## config.mk

```make
export PLATFORM = sky130hd
export DESIGN_NAME = uart_frame_decoder
export DESIGN_NICKNAME = d
export VERILOG_FILES = /design/src/rtl/uart_frame_decoder.sv
export SDC_FILE = /design/constraint.sdc
export NUM_CORES = 1
export LEC_CHECK = 0
export CAP_MARGIN = 20
export CORE_UTILIZATION = 30
export DETAILED_ROUTE_END_ITERATION = 10
export REMOVE_ABC_BUFFERS = 1
export SETUP_SLACK_MARGIN = 0.02
export SYNTH_ARGS = -nofsm -noshare
export SYNTH_HDL_FRONTEND = slang
export SYNTH_SLANG_ARGS = --single-unit
```

## constraint.sdc

```tcl
create_clock -name clk -period 3 [get_ports clk]
set_clock_uncertainty 0.2 [all_clocks]
set_input_delay 0.75 -clock clk [delete_from_list [all_inputs] [get_ports clk]]
set_output_delay 0.75 -clock clk [all_outputs]
set_load 0.01 [all_outputs]
```

## src/rtl/uart_frame_decoder.sv

```systemverilog
// UART frame decoder: start bit, DATA_BITS data bits LSB first, optional parity, STOP_BITS stop bits.
// Result registered one clk after the last stop strobe; no backpressure, strobes accepted on any cycle.
module uart_frame_decoder #(
  parameter int DATA_BITS = 8,
  parameter int PARITY    = 0,
  parameter int STOP_BITS = 1,
  parameter int TIMEOUT   = 48
) (
  input  logic                 clk,
  input  logic                 rst,
  input  logic                 bit_i,
  input  logic                 bit_valid_i,
  output logic [DATA_BITS-1:0] data_o,
  output logic                 data_valid_o,
  output logic                 frame_err_o,
  output logic                 parity_err_o,
  output logic                 timeout_o,
  output logic                 busy_o
);

  localparam int BC_W = $clog2(DATA_BITS);
  localparam int WD_W = $clog2(TIMEOUT);
  localparam logic [BC_W-1:0] LAST_BIT  = BC_W'(DATA_BITS - 1);
  localparam logic [WD_W-1:0] WD_LIMIT  = WD_W'(TIMEOUT - 1);
  localparam logic            LAST_STOP = 1'(STOP_BITS - 1);

  typedef enum logic [2:0] {
    S_IDLE,
    S_DATA,
    S_PARITY,
    S_STOP,
    S_BREAK
  } state_t;

  state_t               state_q, state_d;
  logic [DATA_BITS-1:0] shift_q, shift_d;
  logic [BC_W-1:0]      bit_cnt_q, bit_cnt_d;
  logic                 stop_cnt_q, stop_cnt_d;
  logic [WD_W-1:0]      wd_q, wd_d;
  logic                 par_acc_q, par_acc_d;
  logic                 par_mis_q, par_mis_d;
  logic                 stop_err_q, stop_err_d;
  logic [DATA_BITS-1:0] data_q, data_d;
  logic                 data_valid_q, data_valid_d;
  logic                 frame_err_q, frame_err_d;
  logic                 parity_err_q, parity_err_d;
  logic                 timeout_q, timeout_d;
  logic                 busy_q, busy_d;
  logic                 in_frame;
  logic                 wd_expire;

  always_comb begin
    in_frame  = (state_q == S_DATA) || (state_q == S_PARITY) || (state_q == S_STOP);
    // A strobe arriving on the expiry cycle keeps the frame alive.
    wd_expire = in_frame && !bit_valid_i && (wd_q == WD_LIMIT);

    state_d      = state_q;
    shift_d      = shift_q;
    bit_cnt_d    = bit_cnt_q;
    stop_cnt_d   = stop_cnt_q;
    par_acc_d    = par_acc_q;
    par_mis_d    = par_mis_q;
    stop_err_d   = stop_err_q;
    data_d       = data_q;
    data_valid_d = 1'b0;
    frame_err_d  = 1'b0;
    parity_err_d = 1'b0;
    timeout_d    = 1'b0;
    wd_d         = (in_frame && !bit_valid_i) ? wd_q + WD_W'(1) : '0;

    case (state_q)
      S_IDLE: begin
        if (bit_valid_i && !bit_i) begin
          state_d    = S_DATA;
          shift_d    = '0;
          bit_cnt_d  = '0;
          stop_cnt_d = 1'b0;
          par_acc_d  = 1'b0;
          par_mis_d  = 1'b0;
          stop_err_d = 1'b0;
        end
      end
      S_DATA: begin
        if (bit_valid_i) begin
          shift_d   = {bit_i, shift_q[DATA_BITS-1:1]};
          par_acc_d = par_acc_q ^ bit_i;
          bit_cnt_d = bit_cnt_q + BC_W'(1);
          if (bit_cnt_q == LAST_BIT) begin
            bit_cnt_d = '0;
            state_d   = (PARITY != 0) ? S_PARITY : S_STOP;
          end
        end
      end
      S_PARITY: begin
        if (bit_valid_i) begin
          par_mis_d = par_acc_q ^ bit_i ^ (PARITY == 2);
          state_d   = S_STOP;
        end
      end
      S_STOP: begin
        if (bit_valid_i) begin
          if (stop_cnt_q == LAST_STOP) begin
            data_valid_d = 1'b1;
            data_d       = shift_q;
            frame_err_d  = stop_err_q | !bit_i;
            parity_err_d = (PARITY != 0) && par_mis_q;
            stop_cnt_d   = 1'b0;
            stop_err_d   = 1'b0;
            // A low final stop means the line is held low; wait for it to release.
            state_d      = bit_i ? S_IDLE : S_BREAK;
          end else begin
            stop_cnt_d = stop_cnt_q + 1'b1;
            stop_err_d = stop_err_q | !bit_i;
          end
        end
      end
      S_BREAK: begin
        if (bit_valid_i && bit_i) begin
          state_d = S_IDLE;
        end
      end
      default: state_d = S_IDLE;
    endcase

    if (wd_expire) begin
      data_valid_d = 1'b1;
      data_d       = shift_q;
      frame_err_d  = 1'b1;
      parity_err_d = 1'b0;
      timeout_d    = 1'b1;
      bit_cnt_d    = '0;
      stop_cnt_d   = 1'b0;
      state_d      = S_IDLE;
    end

    busy_d = (state_d == S_DATA) || (state_d == S_PARITY) || (state_d == S_STOP);
  end

  always_ff @(posedge clk) begin
    if (rst) begin
      state_q      <= S_IDLE;
      shift_q      <= '0;
      bit_cnt_q    <= '0;
      stop_cnt_q   <= 1'b0;
      wd_q         <= '0;
      par_acc_q    <= 1'b0;
      par_mis_q    <= 1'b0;
      stop_err_q   <= 1'b0;
      data_q       <= '0;
      data_valid_q <= 1'b0;
      frame_err_q  <= 1'b0;
      parity_err_q <= 1'b0;
      timeout_q    <= 1'b0;
      busy_q       <= 1'b0;
    end else begin
      state_q      <= state_d;
      shift_q      <= shift_d;
      bit_cnt_q    <= bit_cnt_d;
      stop_cnt_q   <= stop_cnt_d;
      wd_q         <= wd_d;
      par_acc_q    <= par_acc_d;
      par_mis_q    <= par_mis_d;
      stop_err_q   <= stop_err_d;
      data_q       <= data_d;
      data_valid_q <= data_valid_d;
      frame_err_q  <= frame_err_d;
      parity_err_q <= parity_err_d;
      timeout_q    <= timeout_d;
      busy_q       <= busy_d;
    end
  end

  assign data_o       = data_q;
  assign data_valid_o = data_valid_q;
  assign frame_err_o  = frame_err_q;
  assign parity_err_o = parity_err_q;
  assign timeout_o    = timeout_q;
  assign busy_o       = busy_q;

endmodule

```

Yosys cells after proc, flatten, opt, wreduce, memory -nomap -nowiden. Cells that the tools add are included. W data, S select, Z words.

Bits in registers: 34. Input port bits: 4. Output and inout port bits: 13. Logic and storage cells: 86.

Add/subtract/negate cells: 3. Equal/unequal tests: 13. Muxes and demuxes: 37. Bitwise logic cells: 2. Reduce and logical (&&, ||, !) cells: 20.

Operator list (number): $mux W8 (6); $mux W3 (12); $pmux W8 S2 (1); $pmux W3 S5 (1); $mux W1 (14); $eq A3 B2 Y1 const B (4); $reduce_and A3 Y1 (3); $reduce_bool A2 Y1 (4); $add A6 B1 Y6 const B (1); $eq A3 B1 Y1 const B (2); $eq A3 B3 Y1 const B (2); $eq A6 B6 Y1 const B (1); $ne A2 B2 Y1 const B (3); $pmux W3 S2 (1); $logic_and A1 B1 Y1 (4); $logic_or A1 B1 Y1 (4); $pmux W1 S2 (2); $reduce_or A2 Y1 (2); $add A3 B1 Y3 const B (1); $logic_not A3 Y1 (1); $logic_not A1 Y1 (2); $ne A2 B1 Y1 const B (1); $add A1 B1 Y1 const B (1); $not A1 Y1 (1); $or A1 B1 Y1 (1).

Longest topological paths before layout.
Word-level depth: 9. Depth in mapped cells: 5. Depth with buffers taken out: 5.

Least setup slack after synthesis. Ideal clock, no wire load.

Path type: input-to-reg. Start point: in bit_valid_i. End point: reg bit_cnt_q[0]. Library setup time: 0.080 ns. Data arrival time: 1.787 ns. Required time: 2.720 ns. Setup slack: 0.934 ns. Stages on the path: 3. Buffers on the path: 0. Path through: or3b_4 or4b_4 a211oi_2.

Word-level cells in the longest chain between the ends: 4. Elaborated cells on any way between the ends: 8. Those cells by class: eq/ne (2); reduce/logical (6).

RTL lines: start: declaration (line 12) `input logic bit_valid_i,`; branches (longest 4 deep; another with $reduce_and A3 Y1); end signal: assignment (line 158) `bit_cnt_q <= bit_cnt_d;`; end: declaration (line 37) `logic [BC_W-1:0] bit_cnt_q, bit_cnt_d;`.

Several ways; the timed one is not identified. A chain may end at the register's enable or synchronous reset.

Worst setup path in the final report. Ends and elaborated chain as after synthesis.

==> impl_results.md <==
- Status: completed
- Post-synthesis mux area share: 0%
- PortBufs: 15
- Fmax: 422.5 MHz
- Worst Path Required: 3.01 ns
- Compound-gate portion of the synthesized area: 16.08%
- Final wirelength: 3344 um
- Clock sink count: 32
- Commonest non-fill, non-tap cell in the layout: dfxtp_1
- Ys Warns: 0
- Pre-antenna DRT Iters: 4
- Final net count: 198
- Max IR drop VDD: 0.1468 mV
- Power Total: 839.2 uW
- Mapped cell area: 1564 um2
- Die span in y: 74.21 um
- Slew headroom: 47.95%
- DRC: 0
- Clock tree buffer depth: 2
- Io pins: 17
- N_diodes: 0
- Std-Cell Rows: 25
- Post-synth top area cell: dfxtp_1
- Critical-path maximum fanout: 12
- Syn avg cell area: 8.641 um2
- Data arrival time of the critical path: 2.37 ns
- Post-Layout Cell Count: 258
- Initial Util: 32.05%
- Global-route usage over all layers: 13.49%
- Synth unique cells: 38
- Vias post-DR: 1,334
- Final Critical Period: 2.367 ns
- Main combinational cell family by area after synthesis: simple AND/OR/NAND/NOR gates
- Pin count of the biggest net entering global routing: 32
- CTS Buf Count: 5
- Clock root cell: clkbuf_8
- Layout area overhead: 18.00%
- CTS resizes: 0
- Tightest Pin Transition: 0.7791 ns
- Hold Fails Final Rpt: 0
- PwrDens: 454.7 nW/um2
- Synth Area in Adders: 2.400%
- Placed cell count: 251
- Yosys top cell area share: 40.96%
- Final setup viols: 0
- Via/cell ratio: 5.171
- Core Footprint: 4880 um2
- Syn Inst Count: 181
- XOR/XNOR Fraction of Synth Area: 1.680%
- Worst-path clk slew: 0.06 ns
- Remaining Overflow, GRT: 0
- Post-Synth Simple-Gate Area: 33.84%
- Final Max Tran Viols: 0
- Gpl congestion: 0.7676
- H-tree depth: 2
- Static Leakage: 0.6523 nW
- Initial drt markers: 111
- RSZ-0062 raised after global routing: false
- Hpwl dp: 2246 um
- Critical path type: primary input to flop
- Synth top area cells: dfxtp_1 41%, nor2b_1 6.8%, nand4_1 6.0%
- Commonest non-fill, non-tap cells in the layout: 32 x dfxtp_1, 17 x nor2b_1, 15 x nand4_1, 15 x clkdlybuf4s50_1
- Vias in the first global route: 1,162
- First-pass GRT wire length: 5644 um
- Worst Setup End Kind: flop
- Hold_buf cts: 0
- Post-CTS Setup Bufs: 0
- Max Cap Violations: 0
- Post-synthesis sequential area ratio: 40.96%
- Final period util: 78.89%
- Clk Latency, worst-skew pair: 0.28 ns
- Layout cells sized above 1: 9.948%
- Wire per inst: 12.96 um
- Crit start category: primary input
- HP Class: flop to flop
- Fin Setup TNS: 0 ns
- Fillcell total: 493
- Antenna Violating Nets Remaining: 0
- Die X: 74.21 um
- Die ar.: 5506 um2
- Flops & latches, synth: 32
- CTS tree: built
- Initial antenna violation count: 0
-- cells by family (layout without fill, tap and decap cells) --
| family | after synthesis | in the layout |
|---|---|---|
| DFF | 32 | 32 |
| other | 1 | 1 |
| buffers and inverters | 16 | 26 |
| and+or+nand+nor | 87 | 87 |
| AOI/OAI and AO/OA | 39 | 39 |
| adders and majority gates | 3 | 3 |
| xor gates and xnor gates | 3 | 3 |
-- area by class of cell --
type | count | area, um2 | area share [%]
clock buffer | 7 | 96.34 | 5.220
timing repair buffer | 18 | 172.7 | 9.356
sequential | 32 | 640.6 | 34.71
tap | 67 | 83.83 | 4.542
inverter | 1 | 3.754 | 0.2034
multi-input combinational | 133 | 848.3 | 45.97
-- worst paths after layout --
| check | start | end | slack [ns] | cells past startpoint |
|---|---|---|---|---|
| worst max-delay path | bit_valid_i | bit_cnt_q[0] | 0.63 | 4 |
| worst min-delay path | wd_q[0] | wd_q[0] | 0.25 | 1 |
| worst max register to register | state_q[0] | bit_cnt_q[2] | 0.95 | 3 |
| worst min register to register | wd_q[0] | wd_q[0] | 0.25 | 1 |
-- per-layer routing --
| layer | GRT usage, % | vias up | part of all wire, % |
|---|---|---|---|
| li1 | - | 680 | - |
| met1 | 18.43 | 618 | 51 |
| met2 | 18.48 | 32 | 42 |
| met3 | 5.420 | 4 | 4.7 |
| met4 | 5.983 | 0 | 1.6 |
| met5 | 0 | - | 0 |
-- synth_stat cells --
cell type / n
clkbuf_1: 10
nand4_1: 15
nor3b_1: 1
o311ai_1: 1
o21bai_1: 1
or3_1: 1
or3b_4: 1
dfxtp_1: 32
nor3_4: 1
buf_4: 1
or3b_1: 1
nand2b_1: 4
conb_1: 1
nand3_1: 13
nor2b_1: 17
and4b_1: 2
nor4_1: 1
nand4b_1: 2
a211oi_1: 3
nor3_1: 2
a2111oi_0: 1
or2_2: 2
o21ai_0: 11
a21oi_1: 13
o21ba_2: 1
nor3b_2: 2
buf_2: 3
nand2_1: 11
nor2_1: 8
and3_1: 2
xor2_1: 1
o311ai_0: 7
buf_6: 1
or4b_4: 1
a211oi_2: 1
xnor2_1: 2
inv_1: 1
ha_1: 3
-- critical path, cell delays in order --
cell and delay (ns):
clkdlybuf4s50_1 0.47, or3b_4 0.45, or4b_4 0.50, a211oi_2 0.20
-- per-stage QoR --
stage,hold WS (ns),util (%),cell area [um2],worst slack (ns)
2_1_floorplan,0.2179,-,1493,0.8811
3_3_place_gp,0.2334,35.85,1749,0.3463
3_5_place_dp,0.2433,35.85,1749,0.3468
4_1_cts,0.2535,37.82,1846,0.6352
5_1_grt,0.2657,37.82,1846,0.5760
6_report,0.2475,37.82,1846,0.6334
-- power by group --
group,switching (mW),internal [mW],leakage [nW]
clock network,0.155,0.204,0.0503
logic,0.0297,0.0174,0.344
registers,0.00510,0.428,0.258
total,0.189,0.650,0.652
-- registers in the layout (all words and copies together) (netlist names) --
register	cells
bit_cnt_q	3
busy_o	1
data_o	8
data_valid_o	1
frame_err_o	1
shift_q	8
state_q	3
timeout_o	1
wd_q	6
Power figures use the tool's default switching activity.
==> patch: new RTL, config.mk and constraints unchanged <==
Change the parameter `PARITY` from 0 to 1.
--- a/src/rtl/uart_frame_decoder.sv
+++ b/src/rtl/uart_frame_decoder.sv
@@ -2,7 +2,7 @@
 // Result registered one clk after the last stop strobe; no backpressure, strobes accepted on any cycle.
 module uart_frame_decoder #(
   parameter int DATA_BITS = 8,
-  parameter int PARITY    = 0,
+  parameter int PARITY    = 1,
   parameter int STOP_BITS = 1,
   parameter int TIMEOUT   = 48
 ) (
Function: same outputs for any inputs over 10 cycles, from zero or initial values and one cycle with rst high; that may be too few to reach the edited logic, so the function may still have changed.
==> patch against the original RTL <==
Cell area fell by 4.4%. Wire length fell by 9.1%. Power rose by 11%. Via count fell by 12%. Die area fell by 6.5%. Sequential cell count rose by 3. Hold slack got worse by 0.0062 ns. Sequential power rose by 9.0%. Synthesized area fell by 6.6%. Combinational power rose by 7.0%. Count of clock-buffer cells in the layout fell by 1. Setup slack got worse by 0.11 ns. Largest cell class is now registers.
==> patch: results (changes against the original RTL) <==
[run_status]
status = finished, final reports clean  ; unchanged

[pwr]
p_leak_nw = 0.587  ; was 0.652 nW
seq_power_share = 0.508  ; was 0.516
p_sw_mw = 0.198  ; was 0.189 mW
p_comb_mw = 0.0503  ; was 0.0470 mW
p_total_mw = 0.930  ; was 0.839 mW

[setup_path]
cp_max_fo = 11  ; was 12
critPathSlowestCell = or4_4  ; was or4b_4
critical-path-max-stage-delay_ns = 0.61  ; was 0.50 ns
cp.arrival_ns = 2.44  ; was 2.37 ns
reg2reg_from = wd_q[0]$_SDFF_PP0_  ; was state_q[0]$_SDFF_PP0_

[placement]
dp_slack_ns = 0.221  ; was 0.347 ns
gp_congestion = 0.747  ; was 0.768
io_buffer_count = 16  ; was 15
hpwl_um = 2160  ; was 2250 um
placed_area_um2 = 1660  ; was 1750 um2
dp_cells = 233  ; was 251

[global_route]
use_met1 = 0.174  ; was 0.184
grt_use_met3 = 0.0520  ; was 0.0542
track_usage = 0.130  ; was 0.135
grt_pass1_vias = 1107  ; was 1162

[detailed_routing]
vias = 1176  ; was 1334
wire_per_inst_um = 12.7  ; was 13.0 um
wl_met2_um = 1280  ; was 1420 um
drt-met1-wl_um = 1610  ; was 1720 um
wl_met3_um = 111  ; was 157 um
vias_per_cell = 4.90  ; was 5.17

[synthesis]
yosysUniqueCellTypes = 34  ; was 38
synthTopCellsByCount = dfxtp_1 (35), a21oi_1 (21), nand3_1 (21), nand2_1 (15), nor2_1 (13)  ; was dfxtp_1 (32), nor2b_1 (17), nand4_1 (15), a21oi_1 (13), nand3_1 (13)
yosys-top-cells-area = dfxtp_1 (48%), a21oi_1 (7.2%), nand3_1 (7.2%)  ; was dfxtp_1 (41%), nor2b_1 (6.8%), nand4_1 (6.0%)

[final_layout]
nFillCells = 497  ; was 493
fin_nets = 193  ; was 198

[timing]
hold_ws_ns = 0.241  ; was 0.248 ns
worst_slew_pin_slew_ns = 0.505  ; was 0.779 ns

[min_path]
whs_path_depth = 2  ; was 1
hp-start = par_mis_q$_SDFFE_PP0P_  ; was wd_q[0]$_SDFF_PP0_

[patch: changes by cell type after synthesis, sizes merged, moves of 3 or more]
cell    before  now
nand4       15    1
nor2b       17    3
a21oi       13   23
nand3       13   21
o311ai       8    0
nor2         8   14
nand2       11   15
a211oi       4    1
clkbuf      10    7
dfxtp       32   35
[patch: worst max path at each step]
stage | slack [ns] | endpoint | cells after the start | startpoint
final | 0.52 | state_q[0]$_SDFF_PP0_ | 5 | bit_valid_i
after global routing | 0.47 | state_q[0]$_SDFF_PP0_ | 5 | bit_valid_i
after CTS | 0.54 | state_q[0]$_SDFF_PP0_ | 5 | bit_valid_i
after detailed placement | 0.22 | state_q[0]$_SDFF_PP0_ | 5 | bit_valid_i
after global placement | 0.22 | state_q[0]$_SDFF_PP0_ | 5 | bit_valid_i
after floorplan | 0.81 | state_q[0]$_SDFF_PP0_ | 4 | bit_valid_i
[patch: kinds of logic (layout without fill, tap and decap cells)]
kind of cell / Yosys count / after routing / synth area share
adder cells (fa/ha/maj): 3 / 3 / 0.0257
AO/OA/AOI/OAI: 38 / 38 / 0.145
flip-flops: 35 / 35 / 0.480
XOR/XNOR: 5 / 5 / 0.0300
AND/OR/NAND/NOR: 74 / 74 / 0.266
buffers and inverters: 15 / 31 / 0.0540
[patch: cell type report]
type | count | area, um2 | share of cell area
multi-input cells | 120 | 681 | 0.386
inverters | 2 | 7.51 | 0.00426
clock inverters | 1 | 30.0 | 0.0170
repair buffers | 22 | 205 | 0.116
clock buffers | 6 | 72.6 | 0.0411
flip-flops and latches | 35 | 701 | 0.397
well taps | 54 | 67.6 | 0.0383
[patch: worst reg2reg max path, cell delays in order, from the launching register on]
cell and delay, ns:
dfxtp_1 0.36, ha_1 0.19, nand3_1 0.24, or4_4 0.64, nand2b_1 0.28, nor4_1 0.09
